[src/rtl/seq_arith_pkg.sv]
// Shared definitions for the sequential arithmetic blocks.
//   state_t  : FSM state encoding used by the nibble-serial subtractor
//   NIBBLE_W : width of the slice processed per cycle
//   sub_ovf  : two's-complement overflow rule for a subtraction
package seq_arith_pkg;

   typedef enum logic [1:0] {
      ST_IDLE = 2'd0,
      ST_RUN  = 2'd1,
      ST_DONE = 2'd2
   } state_t;

   localparam int NIBBLE_W = 4;

   // Signed overflow of a - b: operands of opposite sign and the result
   // sign differs from the minuend sign.
   function automatic logic sub_ovf(input logic a_msb, input logic b_msb,
                                    input logic d_msb);
      return (a_msb != b_msb) && (d_msb != a_msb);
   endfunction

endpackage

[src/rtl/cla_sub4.sv]
// 4-bit carry-lookahead subtract slice: d = a - b - bin (mod 16).
// Ports:
//   a, b  : 4-bit minuend / subtrahend nibble
//   bin   : borrow-in
//   d     : 4-bit difference nibble
//   bout  : borrow-out
// Subtraction is done as a + ~b + ~bin, so the carry chain uses
// p = a ^ ~b, g = a & ~b and carry-in = ~bin; borrow-out = ~carry-out.
module cla_sub4
   import seq_arith_pkg::*;
(
   input  logic [3:0] a,
   input  logic [3:0] b,
   input  logic       bin,
   output logic [3:0] d,
   output logic       bout
);

   logic [3:0] p_s;
   logic [3:0] g_s;
   logic [4:0] c_s;

   assign p_s = a ^ ~b;
   assign g_s = a & ~b;

   // Every carry is expanded from c0 directly, so no carry waits on another.
   assign c_s[0] = ~bin;
   assign c_s[1] = g_s[0] | (p_s[0] & c_s[0]);
   assign c_s[2] = g_s[1] | (p_s[1] & g_s[0]) | (p_s[1] & p_s[0] & c_s[0]);
   assign c_s[3] = g_s[2] | (p_s[2] & g_s[1]) | (p_s[2] & p_s[1] & g_s[0])
                 | (p_s[2] & p_s[1] & p_s[0] & c_s[0]);
   assign c_s[4] = g_s[3] | (p_s[3] & g_s[2]) | (p_s[3] & p_s[2] & g_s[1])
                 | (p_s[3] & p_s[2] & p_s[1] & g_s[0])
                 | (p_s[3] & p_s[2] & p_s[1] & p_s[0] & c_s[0]);

   assign d    = p_s ^ c_s[3:0];
   assign bout = ~c_s[4];

endmodule

[src/rtl/seq_cla_subtractor.sv]
// Nibble-serial subtractor: computes a - b - bin one 4-bit slice per cycle,
// LSB nibble first, through a single carry-lookahead slice.
// Ports:
//   clk, rst             : clock and synchronous active-high reset
//   in_valid / in_ready  : operand handshake (ready only while idle)
//   a, b, bin            : minuend, subtrahend, borrow-in
//   out_valid / out_ready: result handshake (valid only when done)
//   diff                 : a - b - bin modulo 2^WIDTH
//   bout                 : unsigned borrow-out (a < b + bin)
//   ovf                  : two's-complement overflow
// WIDTH must be a multiple of 4. Result appears WIDTH/4 cycles after accept.
module seq_cla_subtractor
   import seq_arith_pkg::*;
#(
   parameter int WIDTH = 16
) (
   input  logic             clk,
   input  logic             rst,
   input  logic             in_valid,
   output logic             in_ready,
   input  logic [WIDTH-1:0] a,
   input  logic [WIDTH-1:0] b,
   input  logic             bin,
   output logic             out_valid,
   input  logic             out_ready,
   output logic [WIDTH-1:0] diff,
   output logic             bout,
   output logic             ovf
);

   localparam int NIB_CNT = WIDTH / NIBBLE_W;
   localparam int CNT_W   = (NIB_CNT > 1) ? $clog2(NIB_CNT) : 1;
   localparam logic [CNT_W-1:0] LAST_CNT = CNT_W'(NIB_CNT - 1);

   state_t           state_r;
   logic [CNT_W-1:0] cnt_r;
   logic [WIDTH-1:0] a_r;
   logic [WIDTH-1:0] b_r;
   logic [WIDTH-1:0] diff_r;
   logic             borrow_r;
   logic             bout_r;
   logic             ovf_r;

   logic [CNT_W+1:0] nib_lsb_s;
   logic [3:0]       a_nib_s;
   logic [3:0]       b_nib_s;
   logic [3:0]       d_nib_s;
   logic             bout_nib_s;

   // Bit offset of the current nibble (cnt * 4).
   assign nib_lsb_s = {cnt_r, 2'b00};
   assign a_nib_s   = 4'(a_r >> nib_lsb_s);
   assign b_nib_s   = 4'(b_r >> nib_lsb_s);

   cla_sub4 u_slice (
      .a    (a_nib_s),
      .b    (b_nib_s),
      .bin  (borrow_r),
      .d    (d_nib_s),
      .bout (bout_nib_s)
   );

   assign in_ready  = (state_r == ST_IDLE);
   assign out_valid = (state_r == ST_DONE);
   assign diff      = diff_r;
   assign bout      = bout_r;
   assign ovf       = ovf_r;

   // Control FSM and nibble datapath registers.
   always_ff @(posedge clk) begin
      if (rst) begin
         state_r  <= ST_IDLE;
         cnt_r    <= {CNT_W{1'b0}};
         a_r      <= {WIDTH{1'b0}};
         b_r      <= {WIDTH{1'b0}};
         diff_r   <= {WIDTH{1'b0}};
         borrow_r <= 1'b0;
         bout_r   <= 1'b0;
         ovf_r    <= 1'b0;
      end else begin
         case (state_r)
            ST_IDLE: begin
               if (in_valid) begin
                  a_r      <= a;
                  b_r      <= b;
                  // Captured borrow-in feeds the first nibble.
                  borrow_r <= bin;
                  cnt_r    <= {CNT_W{1'b0}};
                  state_r  <= ST_RUN;
               end else begin
                  state_r  <= ST_IDLE;
               end
            end
            ST_RUN: begin
               diff_r[nib_lsb_s +: NIBBLE_W] <= d_nib_s;
               borrow_r <= bout_nib_s;
               if (cnt_r == LAST_CNT) begin
                  bout_r  <= bout_nib_s;
                  // The final nibble carries the result sign bit.
                  ovf_r   <= sub_ovf(a_r[WIDTH-1], b_r[WIDTH-1], d_nib_s[3]);
                  state_r <= ST_DONE;
               end else begin
                  cnt_r   <= cnt_r + CNT_W'(1);
                  state_r <= ST_RUN;
               end
            end
            ST_DONE: begin
               if (out_ready) begin
                  state_r <= ST_IDLE;
               end else begin
                  state_r <= ST_DONE;
               end
            end
            default: begin
               state_r <= ST_IDLE;
            end
         endcase
      end
   end

endmodule

[config.mk]
export PLATFORM = sky130hd
export DESIGN_NAME = seq_cla_subtractor
export DESIGN_NICKNAME = d
export VERILOG_FILES = /design/src/rtl/seq_arith_pkg.sv /design/src/rtl/cla_sub4.sv /design/src/rtl/seq_cla_subtractor.sv
export SDC_FILE = /design/constraint.sdc
export NUM_CORES = 1
export LEC_CHECK = 0
export BUFFER_PORTS_ARGS = -buffer_cell sky130_fd_sc_hd__clkbuf_2
export CAP_MARGIN = 20
export CORE_MARGIN = 8
export CORE_UTILIZATION = 58
export DETAILED_ROUTE_END_ITERATION = 7
export PLACE_DENSITY = 0.84
export SYNTH_ARGS = -nofsm -noshare
export SYNTH_HDL_FRONTEND = slang
export SYNTH_HIERARCHICAL = 1
export SYNTH_SLANG_ARGS = --single-unit
[constraint.sdc]
create_clock -name clk -period 5.4 [get_ports clk]
set_clock_uncertainty 0.15 [all_clocks]
set_input_delay 0.81 -clock clk [delete_from_list [all_inputs] [get_ports clk]]
set_output_delay 0.81 -clock clk [all_outputs]
set_load 0.05 [all_outputs]
==> results of run 1 <==
-- through the flow --
step / utilization (%) / cell area (sq um)
after CTS: 67.7 / 2950
after detailed placement: 65.1 / 2840
after global routing: 69.3 / 3020
final: 69.3 / 3020
after floorplan: - / 2610
after global placement: 65.1 / 2840
-- registers in the layout, summed over array words and instances, names as in the netlist --
register	flops
a_r	16
b_r	16
borrow_r	1
bout	1
cnt_r	2
diff	16
ovf	1
state_r	2
-- logic make-up after synthesis --
logic type	Yosys count	synth area share [%]
compound gates	59	14.0
xor+xnor	2	0.671
fa+ha+maj	10	5.08
buf+inv	37	7.23
flops	55	42.2
mux	9	7.28
simple gates	122	23.6
-- layer usage --
metal	vias to the layer above	share of wire (%)
li1	1095	-
met1	985	41
met2	62	51
met3	11	5.6
met4	0	2.2
met5	-	0
-- synth_stat cells, types with 2 or more instances --
library cell	count	share of area, %
nand2b_1	6	1.4
xnor2_1	2	0.67
inv_1	18	2.6
nor3_1	2	0.38
nand3_1	7	1.3
nor3_2	2	0.77
or3b_1	2	0.67
ha_1	9	4.3
buf_4	3	0.86
dfxtp_1	55	42
and3b_2	4	1.5
buf_2	7	1.3
nand3b_1	2	0.57
clkbuf_1	3	0.43
nor2b_1	2	0.48
nand4_1	2	0.48
and2b_2	2	0.67
mux4_2	8	6.9
buf_1	2	0.29
buf_6	4	1.7
nand2_1	75	11
o32ai_1	9	3.0
nor2_1	7	1.0
a21oi_1	43	8.2
-- area by class of cell --
cell class	instances	area [sq um]	share of cell area, %
Timing Repair Buffer	59	350	11.6
Sequential cell	55	1100	36.5
Clock inverter	3	43.8	1.45
Multi-Input combinational cell	202	1320	43.8
Tap cell	52	65.1	2.16
Inverter	18	67.6	2.24
Clock buffer	5	68.8	2.28
-- critical path: stages (launching register included) --
cell	delay, ps
dfxtp_1	850
mux4_2	630
inv_1	80
ha_1	230
nor2b_4	140
o2111a_2	280
a211oi_2	290
and3b_1	210
a211oi_1	50
nor3_1	160
-- worst max path at each step --
stage                         from  endpoint  slack, ps  depth (start not counted)
after floorplan           cnt_r[0]       ovf       2670                         11
after global placement    cnt_r[0]       ovf       2300                          9
after detailed placement  cnt_r[0]       ovf       2210                          9
after CTS                 cnt_r[0]       ovf       2180                          9
after global routing      cnt_r[0]       ovf       1990                          9
final                     cnt_r[0]       ovf       2250                          9
-- power by group --
group | leakage, uW | total (uW) | internal (uW) | switching, uW
Clock | 0.0000581 | 270 | 138 | 132
Sequential | 0.000449 | 442 | 424 | 18.1
Combinational | 0.000712 | 167 | 74.3 | 93.1
==> out/results.ini, run 1 <==
[global_route]
antenna_found_initial=0
grt.total_usage_pct=16.3
grt_use_met1_pct=17.6
grt_pass1_vias=2180
grt_max_degree=62
met2_usage_pct=28.4
grt_pass1_wl_um=9460
grt-ovfl-total=0
grt_util_met3_pct=4.98
grt_busiest_layer=met2

[sta]
min_period_ps=3150
fin_crit_sh_pct=58.3
whs_ps=306
fin_ws_ps=2250
clock.fmax_mhz=318
max-slew-margin-rel_pct=46.6
rsz0062_at_grt=false
setup_violations=0
hold_viol=0
slew_viol_final=0
worst_pin_slew_ps=800
finalSetupTns_ps=0

[floorplan]
die_h_um=83.1
boundaryPins=57
coreArea_sq_um=4350
die-area_sq_um=6910
initial_core_util_pct=60.0
dieWidth_um=83.1
core.rowCount=24

[place]
io_buffers=56
hpwl_um=4050
pre_cts_ws_ps=2210
placed_cells=383
globalplace.congestion=0.826

[synth]
synth-edff-count=0
synth_area_sq_um=2610
synth_warnings=6
synth_cell_types=42
synth_cells=294
synthFlopType=dfxtp_1
synth.net_count=341
syn_area_per_cell_sq_um=8.88
ys_ff_latch=55
synthArstFlopShare_pct=0
ys_seq_area_share_pct=42.2

[finish]
fin_cells=394
nFillCells=371
final_nets=388
diodes=0
final_common_cell=nand2_1
drive_above_1_share_pct=26.6
final_cell_mix=nand2_1 (75), clkbuf_2 (56), dfxtp_1 (55)
synthToLayoutAreaGrowth_pct=15.6

[hold_path]
hold-path-endpoint=a_r[11]
hold_path_class=reg -> reg
hold_start=a_r[11]
hold_depth=2

[worst_setup_path]
r2r_cells=9
arrival_ps=3250
path_class=reg -> reg
reg2reg_from=cnt_r[0]
cp_max_fo=17
startpoint_type=flip-flop
end_kind=flip-flop
required_ps=5500
r2r-end=ovf
rrSetupSlack_ps=2250

[detailed_routing]
post_drt_wl_per_cell_um=14.3
drc=0
dr.pass1.iters=4
antenna_left=0
wl_um=5620
drt-initial-drc-count=123
drt-vias-per-instance=5.46
vias=2153

[clock_network]
postCtsHoldBufs=0
cts_made_buffers=5
clk_transition_reported_paths_ps=100
clockBufferDepth=2
htreeDepth=2
post-cts-setup-buffers=0
cts-root-buf=clkbuf_8
clk_latency_ps=310
cts.sinks=55
cts_resized=0
cts_tree=built

[pwr]
total_power_uw=880
leakage_uw=0.00122
powerDensity_nw_per_um2=292
ir_drop_mv=0.224

[outcome]
status=completed

[run]
cap_violations=0

No activity file was read; power rests on OpenSTA's default activity.
==> inputs of run 2 (changes only) <==
ABC_AREA = 1   (was default)
CORE_UTILIZATION = 49   (was 58)
PLACE_DENSITY = 0.76   (was 0.84)
clock period = 2.65 ns   (was 5.4 ns; I/O delays follow)
==> out/results.ini, run 2 <==
[worst_setup_path]
arrival_ps=2550  ; -700 ps
path_common_cell=nand2_1
startpoint_type=flip-flop
path_class=reg -> reg
end_kind=flip-flop
path_cells=buf_4, o21ai_0, o22ai_1, inv_1, ha_1, or2_2, nand2_1, nand3_1, nand2_1, inv_1, nor3_1, nand2_1, a21oi_1
cpMaxStageDelayCell=dfxtp_1
slowest_delay_ps=350  ; -500 ps
required_ps=2740  ; -2760 ps
cp_max_fo=20  ; +3
rrSetupSlack_ps=190  ; -2060 ps

[finish]
diodes=0  ; unchanged
final_cell_mix=nor2_1 (105), clkbuf_2 (56), dfxtp_1 (55)
fin_util_pct=58.7  ; -11 points
seq_area_sq_um=1100  ; unchanged
final_nets=477  ; +23%
multi_input_area_sq_um=1300  ; -1.5%
nFillCells=528  ; +42%
synthToLayoutAreaGrowth_pct=14.4
stdcell_area_sq_um=3020  ; about the same
final_common_cell=nor2_1
fin_cells=501  ; +27%
drive_above_1_share_pct=18.1  ; -8.5 points

[sta]
slew_viol_final=0  ; unchanged
worst_pin_slew_ps=498  ; -302 ps
min_period_ps=2460  ; -687 ps
fin_crit_sh_pct=92.9  ; +35 points
max-slew-margin-rel_pct=66.8  ; +20 points
clock.fmax_mhz=406  ; +28%
setup_violations=0  ; unchanged
hold_viol=0  ; unchanged

[synth]
synth_most_common_cell=nor2_1
synth_warnings=6  ; unchanged
synth_top_area_share_pct=41.8  ; -0.38 points
synth-edff-count=0  ; unchanged
yosys-top-cells-count=nor2_1 (105), dfxtp_1 (55), nand2_1 (50)
synthArstFlopShare_pct=0  ; unchanged
synthMuxAreaShare_pct=0  ; -7.3 points
synth_xor_area_share_pct=0.332  ; -0.34 points
synth_compound_area_share_pct=15.8  ; +1.8 points
synthFlopType=dfxtp_1
synth.net_count=427  ; +25%
yosys.area.top_type=dfxtp_1
synth.area.top_cells=dfxtp_1 (42%), nor2_1 (15%), nand2_1 (7.1%), o21ai_0 (6.5%), ha_1 (4.3%)
ys_seq_area_share_pct=41.8  ; -0.38 points
synth_area_sq_um=2640  ; +0.91%
synthAdderAreaFrac_pct=5.03  ; -0.046 points
synth_cells=380  ; +29%
synth_cell_types=27  ; -36%
syn_area_per_cell_sq_um=6.93  ; -22%
yosys.area_share.simple_pct=28.0  ; +4.4 points
synth_top_family_by_area=simple AND/OR/NAND/NOR gates
ys_ff_latch=55  ; unchanged

[global_route]
antenna_found_initial=0  ; unchanged
grt_pass1_wl_um=9940  ; +5.1%
grt-ovfl-total=0  ; unchanged
grt_max_degree=32  ; -48%
grt.total_usage_pct=15.7  ; -0.61 points
grt_pass1_vias=2190  ; +0.46%

[detailed_routing]
drt-initial-drc-count=131  ; +6.5%
dr.pass1.iters=4  ; unchanged
wl_um=6090  ; +8.2%
drt-vias-per-instance=4.92  ; -9.9%
antenna_left=0  ; unchanged
drc=0  ; unchanged
vias=2466  ; +15%
post_drt_wl_per_cell_um=12.1  ; -15%

[pwr]
ir_drop_mv=0.264  ; +18%
powerDensity_nw_per_um2=654  ; +120%
leakage_uw=0.00141  ; +15%

[floorplan]
die_h_um=89.3  ; +7.5%
boundaryPins=57  ; unchanged
core.rowCount=26  ; +8.3%
dieWidth_um=89.3  ; +7.5%
die-area_sq_um=7980  ; +16%
initial_core_util_pct=51.3  ; -8.7 points
coreArea_sq_um=5140  ; +18%

[hold_path]
hold_path_class=in -> reg

[clock_network]
post-cts-setup-buffers=0  ; unchanged
postCtsHoldBufs=0  ; unchanged
cts.sinks=55  ; unchanged
htreeDepth=2  ; unchanged
cts_tree=built
clk_latency_ps=300  ; about the same
cts_made_buffers=5  ; unchanged
clockBufferDepth=2  ; unchanged
cts_resized=0  ; unchanged
clk_transition_reported_paths_ps=90  ; about the same
cts-root-buf=clkbuf_8

[place]
placed_cells=493  ; +29%
globalplace.congestion=0.885  ; +7.1%
placed_area_sq_um=2930  ; +3.3%
hpwl_um=4620  ; +14%
io_buffers=56  ; unchanged

[outcome]
status=completed

[run]
cap_violations=0  ; unchanged

==> run 2: area by class of cell <==
| class | count | area share (%) |
|---|---|---|
| clock buffer | 7 | 2.53 |
| clock inverter | 1 | 0.166 |
| inverter | 31 | 3.94 |
| multi-input combinational | 275 | 43.2 |
| sequential | 55 | 36.5 |
| tap | 70 | 2.90 |
| timing repair buffer | 62 | 10.8 |
==> run 2: per-stage QoR <==
step           setup WS [ps]  TNS (ps)  hold WS, ps  total power, uW
2_1_floorplan            236         0          299             1420
3_5_place_dp             216         0          307             1550
3_3_place_gp             274         0          303             1530
5_1_grt                -4.63     -4.63          183             2110
4_1_cts                  183         0          169             1980
6_report                 188         0          170             1970
==> run 2: path summary, 6_finish.rpt <==
kind,startpoint,endpoint,cells past startpoint
min reg2reg,diff[4],diff[4],2
min,b[14],b_r[14],3
max,cnt_r[0],diff[7],13
max reg2reg,cnt_r[0],diff[7],13
==> run 2: kinds of logic (layout without fill, tap and decap cells) <==
kind of cell             after synthesis  count (layout)
XOR/XNOR                               1               1
AO/OA/AOI/OAI                         81              81
adder cells (fa/ha/maj)               10              10
AND/OR/NAND/NOR                      183             183
buffers and inverters                 50             101
flip-flops                            55              55
==> run 2: worst max-delay path, delay by kind of cell, from the launching register on <==
kind | cells | cell delay [ps]
simple gates | 6 | 830
buf+inv | 3 | 370
compound gates | 3 | 370
flops | 1 | 350
fa+ha+maj | 1 | 330
==> run 2: layer usage <==
metal	global-route usage [%]	vias to the layer above	part of all wire (%)
li1	-	1319	-
met1	19.9	1085	48
met2	25.6	58	46
met3	4.04	4	5.7
met4	3.93	0	0.82
met5	0	-	0
==> run 2: report_power, final <==
group	switching, uW	leakage, uW	internal (uW)
clock network	245	0.0000422	186
registers	40.5	0.000452	884
logic	397	0.000913	218
